--- config.mk ---
export PLATFORM = sky130hd
export DESIGN_NAME = dlx_chk_channel
export DESIGN_NICKNAME = d
export VERILOG_FILES = /design/src/rtl/dlx_ctrl_window_checker_pkg.sv /design/src/rtl/dlx_ctrl_window_checker_channel.sv
export SDC_FILE = /design/constraint.sdc
export NUM_CORES = 1
export LEC_CHECK = 0
export BUFFER_PORTS_ARGS = -buffer_cell sky130_fd_sc_hd__buf_2
export CAP_MARGIN = 10
export CORE_MARGIN = 1
export CORE_UTILIZATION = 45
export CTS_BUF_LIST = sky130_fd_sc_hd__clkbuf_2
export DETAILED_ROUTE_END_ITERATION = 8
export MAX_ROUTING_LAYER = met4
export PLACE_DENSITY = 0.81
export SLEW_MARGIN = 20
export SYNTH_ARGS = -nofsm -noshare
export SYNTH_HDL_FRONTEND = slang
export SYNTH_SLANG_ARGS = --single-unit
--- constraint.sdc ---
create_clock -name clk_i -period 2.09 [get_ports clk_i]
set_input_delay 0.418 -clock clk_i [delete_from_list [all_inputs] [get_ports clk_i]]
set_output_delay 0.418 -clock clk_i [all_outputs]
set_load 0.03 [all_outputs]
--- src/rtl/dlx_ctrl_window_checker_pkg.sv ---
// Shared constants, types and helpers for the UDLX control-window checker.
// Holds the default configuration, the channel index type and the latency/counter helpers.
package dlx_chk_pkg;

   localparam int N_CH_DEF    = 4;
   localparam int SIG_W_DEF   = 16;
   localparam int MIN_LAT_DEF = 1;
   localparam int MAX_LAT_DEF = 2;
   localparam int CNT_W_DEF   = 8;
   localparam int TS_W_DEF    = 16;

   typedef logic [$clog2(N_CH_DEF)-1:0] chk_ch_t;

   function automatic logic lat_cfg_ok(input int min_lat, input int max_lat);
      return (max_lat >= 1) && (min_lat >= 0) && (min_lat <= max_lat);
   endfunction

   // Saturates at the all-ones value of a counter that is 'width' bits wide.
   function automatic logic [31:0] sat_inc(input logic [31:0] val, input int width);
      logic [31:0] max_v;
      max_v = (width >= 32) ? 32'hFFFF_FFFF : ((32'd1 << width) - 32'd1);
      return (val >= max_v) ? max_v : val + 32'd1;
   endfunction

endpackage

--- src/rtl/dlx_ctrl_window_checker_channel.sv ---
// One rule channel: attempt ageing register, window retire, fail decision,
// saturating error counter and sticky fail flag.
module dlx_chk_channel
   import dlx_chk_pkg::*;
#(
   parameter int SIG_W   = SIG_W_DEF,
   parameter int MIN_LAT = MIN_LAT_DEF,
   parameter int MAX_LAT = MAX_LAT_DEF,
   parameter int CNT_W   = CNT_W_DEF
) (
   input  logic             clk_i,
   input  logic             rst_ni,
   input  logic             en_i,
   input  logic             clr_i,
   input  logic             trig_i,
   input  logic [SIG_W-1:0] mask_i,
   input  logic [SIG_W-1:0] obs_i,
   output logic             fail_now_o,
   output logic             fail_pulse_o,
   output logic             fail_sticky_o,
   output logic [CNT_W-1:0] err_cnt_o
);

   logic               match;
   logic [MAX_LAT:1]   aged;
   logic [MAX_LAT:1]   pend_q, pend_d;
   logic               pulse_q, pulse_d;
   logic               sticky_q, sticky_d;
   logic [CNT_W-1:0]   cnt_q, cnt_d;

   assign match = ((obs_i & mask_i) == mask_i);

   // A match retires every attempt whose age is inside the window; younger ones keep ageing.
   assign aged[1] = trig_i & ~(match & (MIN_LAT == 0));
   for (genvar k = 1; k < MAX_LAT; k++) begin : g_age
      localparam logic IN_WIN = (k >= MIN_LAT);
      assign aged[k+1] = pend_q[k] & ~(match & IN_WIN);
   end

   assign fail_now_o = en_i & ~clr_i & pend_q[MAX_LAT] & ~match;

   always_comb begin
      pend_d   = (en_i && !clr_i) ? aged : '0;
      pulse_d  = fail_now_o;
      sticky_d = sticky_q;
      cnt_d    = cnt_q;
      if (clr_i) begin
         sticky_d = 1'b0;
         cnt_d    = '0;
      end else if (fail_now_o) begin
         sticky_d = 1'b1;
         cnt_d    = CNT_W'(sat_inc(32'(cnt_q), CNT_W));
      end
   end

   always_ff @(posedge clk_i or negedge rst_ni) begin
      if (!rst_ni) begin
         pend_q   <= '0;
         pulse_q  <= 1'b0;
         sticky_q <= 1'b0;
         cnt_q    <= '0;
      end else begin
         pend_q   <= pend_d;
         pulse_q  <= pulse_d;
         sticky_q <= sticky_d;
         cnt_q    <= cnt_d;
      end
   end

   assign fail_pulse_o  = pulse_q;
   assign fail_sticky_o = sticky_q;
   assign err_cnt_o     = cnt_q;

endmodule

======== Yosys cells after proc, flatten, opt, wreduce, memory -nomap -nowiden ========
Index checks and enable logic that the tools add are counted.
Widths: inputs -> output; s select.
word-level totals
  flip-flop bits (word level) ............. 12
  output and inout bits ................... 11
  word-level logic and storage cells ...... 23
operators by class
  add/sub/neg operators ................... 1
  magnitude comparators ................... 1
  eq/ne operators ......................... 1
  mux-type cells .......................... 6
  bitwise gates (word level) .............. 7
  reduce and logical (&&, ||, !) cells .... 3
operators with widths
  operator             number
  $mux 8               3
  $and 16x16->16       1
  $eq 16x16->1         1
  $add 8x1->8 const B  1
  $ge 8x8->1 const B   1
  $and 1x1->1          4
  $mux 1               2
  $mux 2               1
  $not 1->1            2
  $reduce_bool 2->1    1
  $logic_and 1x1->1    1
  $logic_not 1->1      1

======== Longest topological paths before layout ========
  word-level depth ........................ 6
  depth in mapped cells ................... 6

======== Worst setup path after synthesis ========
OpenSTA, ideal clock, no wires.
  path kind ............................... input to output
  start point ............................. in mask_i[2]
  end point ............................... out fail_now_o
  arrival time ............................ 1,398 ps
  data required time ...................... 1,672 ps
  setup slack ............................. 274 ps
  stages .................................. 5
  path buffers ............................ 1
  cells stage by stage .................... nor2b_2 > a2111oi_4 > and4_1 > buf_6 > nor2_1
on the way
  longest elaborated chain between the ends .. 4
RTL lines
  element         RTL line                               text
  from (decl)     dlx_ctrl_window_checker_channel.sv:16  input logic [SIG_W-1:0] mask_i,
  $and 16x16->16  dlx_ctrl_window_checker_channel.sv:31  assign match = ((obs_i & mask_i) == mask_i);
  $eq 16x16->1 *  dlx_ctrl_window_checker_channel.sv:31
  $not 1->1 *     dlx_ctrl_window_checker_channel.sv:40  assign fail_now_o = en_i & ~clr_i & pend_q[MAX_LAT] & ~match;
  $and 1x1->1 *   dlx_ctrl_window_checker_channel.sv:40
  to (decl)       dlx_ctrl_window_checker_channel.sv:18  output logic fail_now_o,
Mark *: on every way between the ends. The rest lies on a longest branch, timed or not.

======== Final worst setup path ========
  start point ............................. in mask_i[10]
  end point ............................... out fail_now_o
The elaborated chain is that of the path after synthesis.

==> impl_summary.md <==
Timing
Setup repair after global routing left no endpoint under its margin. On the final layout, the worst clock skew is 16.0 ps. For the pin with the worst max-slew slack, the measured transition is 333 ps. Counting I/O delays and the setup requirement, the final critical path takes 1940 ps. The final hold slack is -0.853 ps. The final-report max-slew violation count is 0. The count of endpoints failing hold in the final timing report is 4. The maximum clock rate is 517 MHz.

The ratio of final minimum period to clock period is 0.926. The number of setup violations in the final report is 0. The total negative slack is 0 ps.

The worst pin sits at a relative slew slack of 0.778.

Setup path
The critical path arrival is 1520 ps. For the worst setup path, the data required time is 1670 ps. The category of the critical setup timing path is primary input to primary output. The cell repeated most along the worst path is sky130_fd_sc_hd__buf_2. Along the worst path, the maximum fanout reaches 2.

On the worst path, the slowest cell contributes a delay of 380 ps. Across all register-to-register paths, the minimum setup slack is 410 ps. The cell with the largest stage delay on the worst path is sky130_fd_sc_hd__a2111oi_4. Walking the worst path, the cells encountered are buf_2, nor2b_4, a2111oi_4, and4_1, nor2_1, buf_2.

The kind of launch point of the worst setup path is a primary input. The worst setup path is captured at a primary output.

Synth
Summed over all instances, the cell type with the most area after synthesis is sky130_fd_sc_hd__dfrtp_1. The share of synthesized area in the top cell type comes to 0.345. The synthesized netlist occupies a cell area of 870 um2. Synthesis produced a netlist whose cell count is 82.

Dividing the synthesized area by the synthesized cell count gives 10.6 um2. The number of nets handed over by synthesis was 120. The netlist uses 31 different library cells. The register bit count reported by yosys is 12. Sorting the synthesized cells by area gives the leading types as sky130_fd_sc_hd__dfrtp_1 35%, sky130_fd_sc_hd__a2111oi_4 13%, sky130_fd_sc_hd__nor2b_4 7.9%. The share of the yosys chip area belonging to registers is 0.345.

During synthesis, Yosys emitted a total of 0 warnings.

Finish
The number of filler instances in the final layout is 169. The number of nets in the finished design is 171. The multi-input combinational cells in the finished layout cover a total of 532 um2.

The sequential cell area is 300 um2. The total inserted antenna cells is 0. The synthesis-to-finish area growth is 31.9%. The post-route cell area is 1150 um2. The fraction of layout instances using a drive strength above 1 is 0.534.

CTS
The TritonCTS clock tree is done. Clock latency on the worst-skew pair, taken at its later pin, is 270 ps. The longest clock path from root to sink contains 2 buffers.

The root buffer cell chosen for the clock tree is sky130_fd_sc_hd__clkbuf_2. After clock tree synthesis, the clock-pin slew on the worst setup and hold paths is 120 ps. In this run the number of H-tree levels came out at 1. The total of cells resized after clock tree synthesis is 0. The clock drives 12 sinks.

Counting the buffers created by CTS gives 3. The hold buffer count at CTS is 0. The number of post-CTS setup repair buffers is 0.

Power
For this design the ratio of total power to cell area is 390 nW/um2. The highest ir drop seen on vdd is 0.192 mV. The leakage dissipation is 0.000581 uW.

Status
The run finished, with violations left. The final reports fail on hold timing.

Die
The starting density of the core is 0.493. The floorplan has 15 rows. In this run the horizontal extent of the chip is 46.0 um. The floorplan step defined a core boundary enclosing 1760 um2. The die covers 2110 um2. The height of the chip is 46.0 um. 48 I/O pins were placed.

Global routing
The largest net degree at the start of global routing is 13. The global-route wire length before repair is 3.32 mm. The number of antenna violations at the first check in global routing is 0. The number of global-route vias before repair is 831. The global-route usage over all layers is 0.230. Summed over all layers, the global routing overflow is 0.

Detailed routing
The wire length per cell after detailed routing is 13.1 um. The routed layout has 859 vias. The via count normalized by instance count is 5.51. The first routing iteration left 36 violations. The sum of routed wire length over all layers is 2.05 mm. The detailed-route DRC error count is 0. The first TritonRoute pass finished after 4 iterations. The remaining antenna violation count after routing is 0.

Hold path
The type of the most critical hold path is primary input to async pin.

Placement
Summing all placed instances gives a cell area of 1130 um2. The count of buffers added on input and output ports is 47. The half-perimeter wire length after detailed placement is 1.68 mm.

At the end of routability-driven placement, the weighted congestion stood at 0.807.

Run
Across the run, the number of max-cap violations was 0.
cell families (layout without fill, tap and decap cells):
| logic type | Yosys count | after routing | synth area share |
|---|---|---|---|
| AND/OR/NAND/NOR | 41 | 41 | 0.350 |
| AO/OA/AOI/OAI | 20 | 20 | 0.247 |
| flip-flops | 12 | 12 | 0.345 |
| buffers and inverters | 8 | 57 | 0.0432 |
| adder cells (fa/ha/maj) | 1 | 1 | 0.0144 |
worst paths after layout:
| kind | start | to | cells after the start |
|---|---|---|---|
| setup / recovery | mask_i[10] | fail_now_o | 6 |
| hold / removal | rst_ni | err_cnt_o[7] | 1 |
| setup reg to reg | err_cnt_o[0] | err_cnt_o[6] | 5 |
| hold reg to reg | pend_q[1] | pend_q[2] | 1 |
| max in group asynchronous | rst_ni | err_cnt_o[0] | 1 |
| min in group clk_i | trig_i | pend_q[1] | 2 |
metrics by stage:
step	instances	setup slack [ps]	utilization	power, uW
2_1_floorplan	82	274	-	291
3_3_place_gp	153	161	0.642	336
3_5_place_dp	153	148	0.642	340
4_1_cts	156	135	0.650	450
5_1_grt	156	87.6	0.650	466
6_report	156	155	0.650	447
layout by cell type (no fill, tap or decap), drive strengths merged:
cell type and instances:
ha 1, and2 2, a2111oi 4, buf 49, and3 5, nand3 2, nor3 3, o22ai 1
a311oi 2, a211oi 2, dfrtp 12, and4 3, a21oi 5, nand3b 1, nand4 2, a31oi 3
and4b 1, or4 1, nor2b 13, inv 5, a41oi 1, o41ai 1, nand2 5, nor2 3
o21ai 1, clkbuf 3
critical path: cells and delay by family:
family	cells	cell delay (ps)
AND/OR/NAND/NOR	3	440
buffers and inverters	2	280
AO/OA/AOI/OAI	1	380
final cells by class:
type | instances | share of cell area
Multi-Input combinational cell | 62 | 0.463
Clock buffer | 3 | 0.0131
Timing Repair Buffer | 49 | 0.218
Tap cell | 25 | 0.0273
Sequential cell | 12 | 0.262
Inverter | 5 | 0.0164
registers in the layout, indices dropped and copies added (netlist names):
name,count
fail_sticky_o,1
fail_pulse_o,1
err_cnt_o,8
pend_q,2
where the power goes:
group | internal [uW] | total (uW) | switching [uW] | leakage [uW]
Clock | 39.1 | 113 | 73.6 | 0.0000125
Sequential | 234 | 235 | 1.14 | 0.000167
Combinational | 53.7 | 99.3 | 45.6 | 0.000402
Total | 327 | 447 | 120 | 0.000581
Yosys cell counts:
cell type / instances
sky130_fd_sc_hd__clkbuf_1: 2
sky130_fd_sc_hd__buf_6: 1
sky130_fd_sc_hd__inv_1: 4
sky130_fd_sc_hd__a211oi_1: 2
sky130_fd_sc_hd__nand3_1: 2
sky130_fd_sc_hd__a311oi_1: 2
sky130_fd_sc_hd__nand4_2: 1
sky130_fd_sc_hd__ha_1: 1
sky130_fd_sc_hd__nor2b_2: 6
sky130_fd_sc_hd__nor3_1: 3
sky130_fd_sc_hd__o22ai_1: 1
sky130_fd_sc_hd__nor2_1: 3
sky130_fd_sc_hd__and4_1: 3
sky130_fd_sc_hd__and3_1: 4
sky130_fd_sc_hd__o41ai_1: 1
sky130_fd_sc_hd__inv_2: 1
sky130_fd_sc_hd__and2_1: 2
sky130_fd_sc_hd__nand4_1: 1
sky130_fd_sc_hd__and3_2: 1
sky130_fd_sc_hd__nand3b_1: 1
sky130_fd_sc_hd__a31oi_1: 3
sky130_fd_sc_hd__or4_1: 1
sky130_fd_sc_hd__a21oi_1: 5
sky130_fd_sc_hd__and4b_1: 1
sky130_fd_sc_hd__o21ai_0: 1
sky130_fd_sc_hd__dfrtp_1: 12
sky130_fd_sc_hd__nor2b_4: 5
sky130_fd_sc_hd__nand2_1: 5
sky130_fd_sc_hd__a41oi_1: 1
sky130_fd_sc_hd__nor2b_1: 2
sky130_fd_sc_hd__a2111oi_4: 4
metal layers:
layer	wire, um	global-route usage	part of all wire
met2	1110	0.414	0.54
met3	127	0.0317	0.062
met1	768	0.240	0.38
met5	0	-	0
met4	37	0.118	0.018
Note: power is estimated with default switching activity, not from simulation.
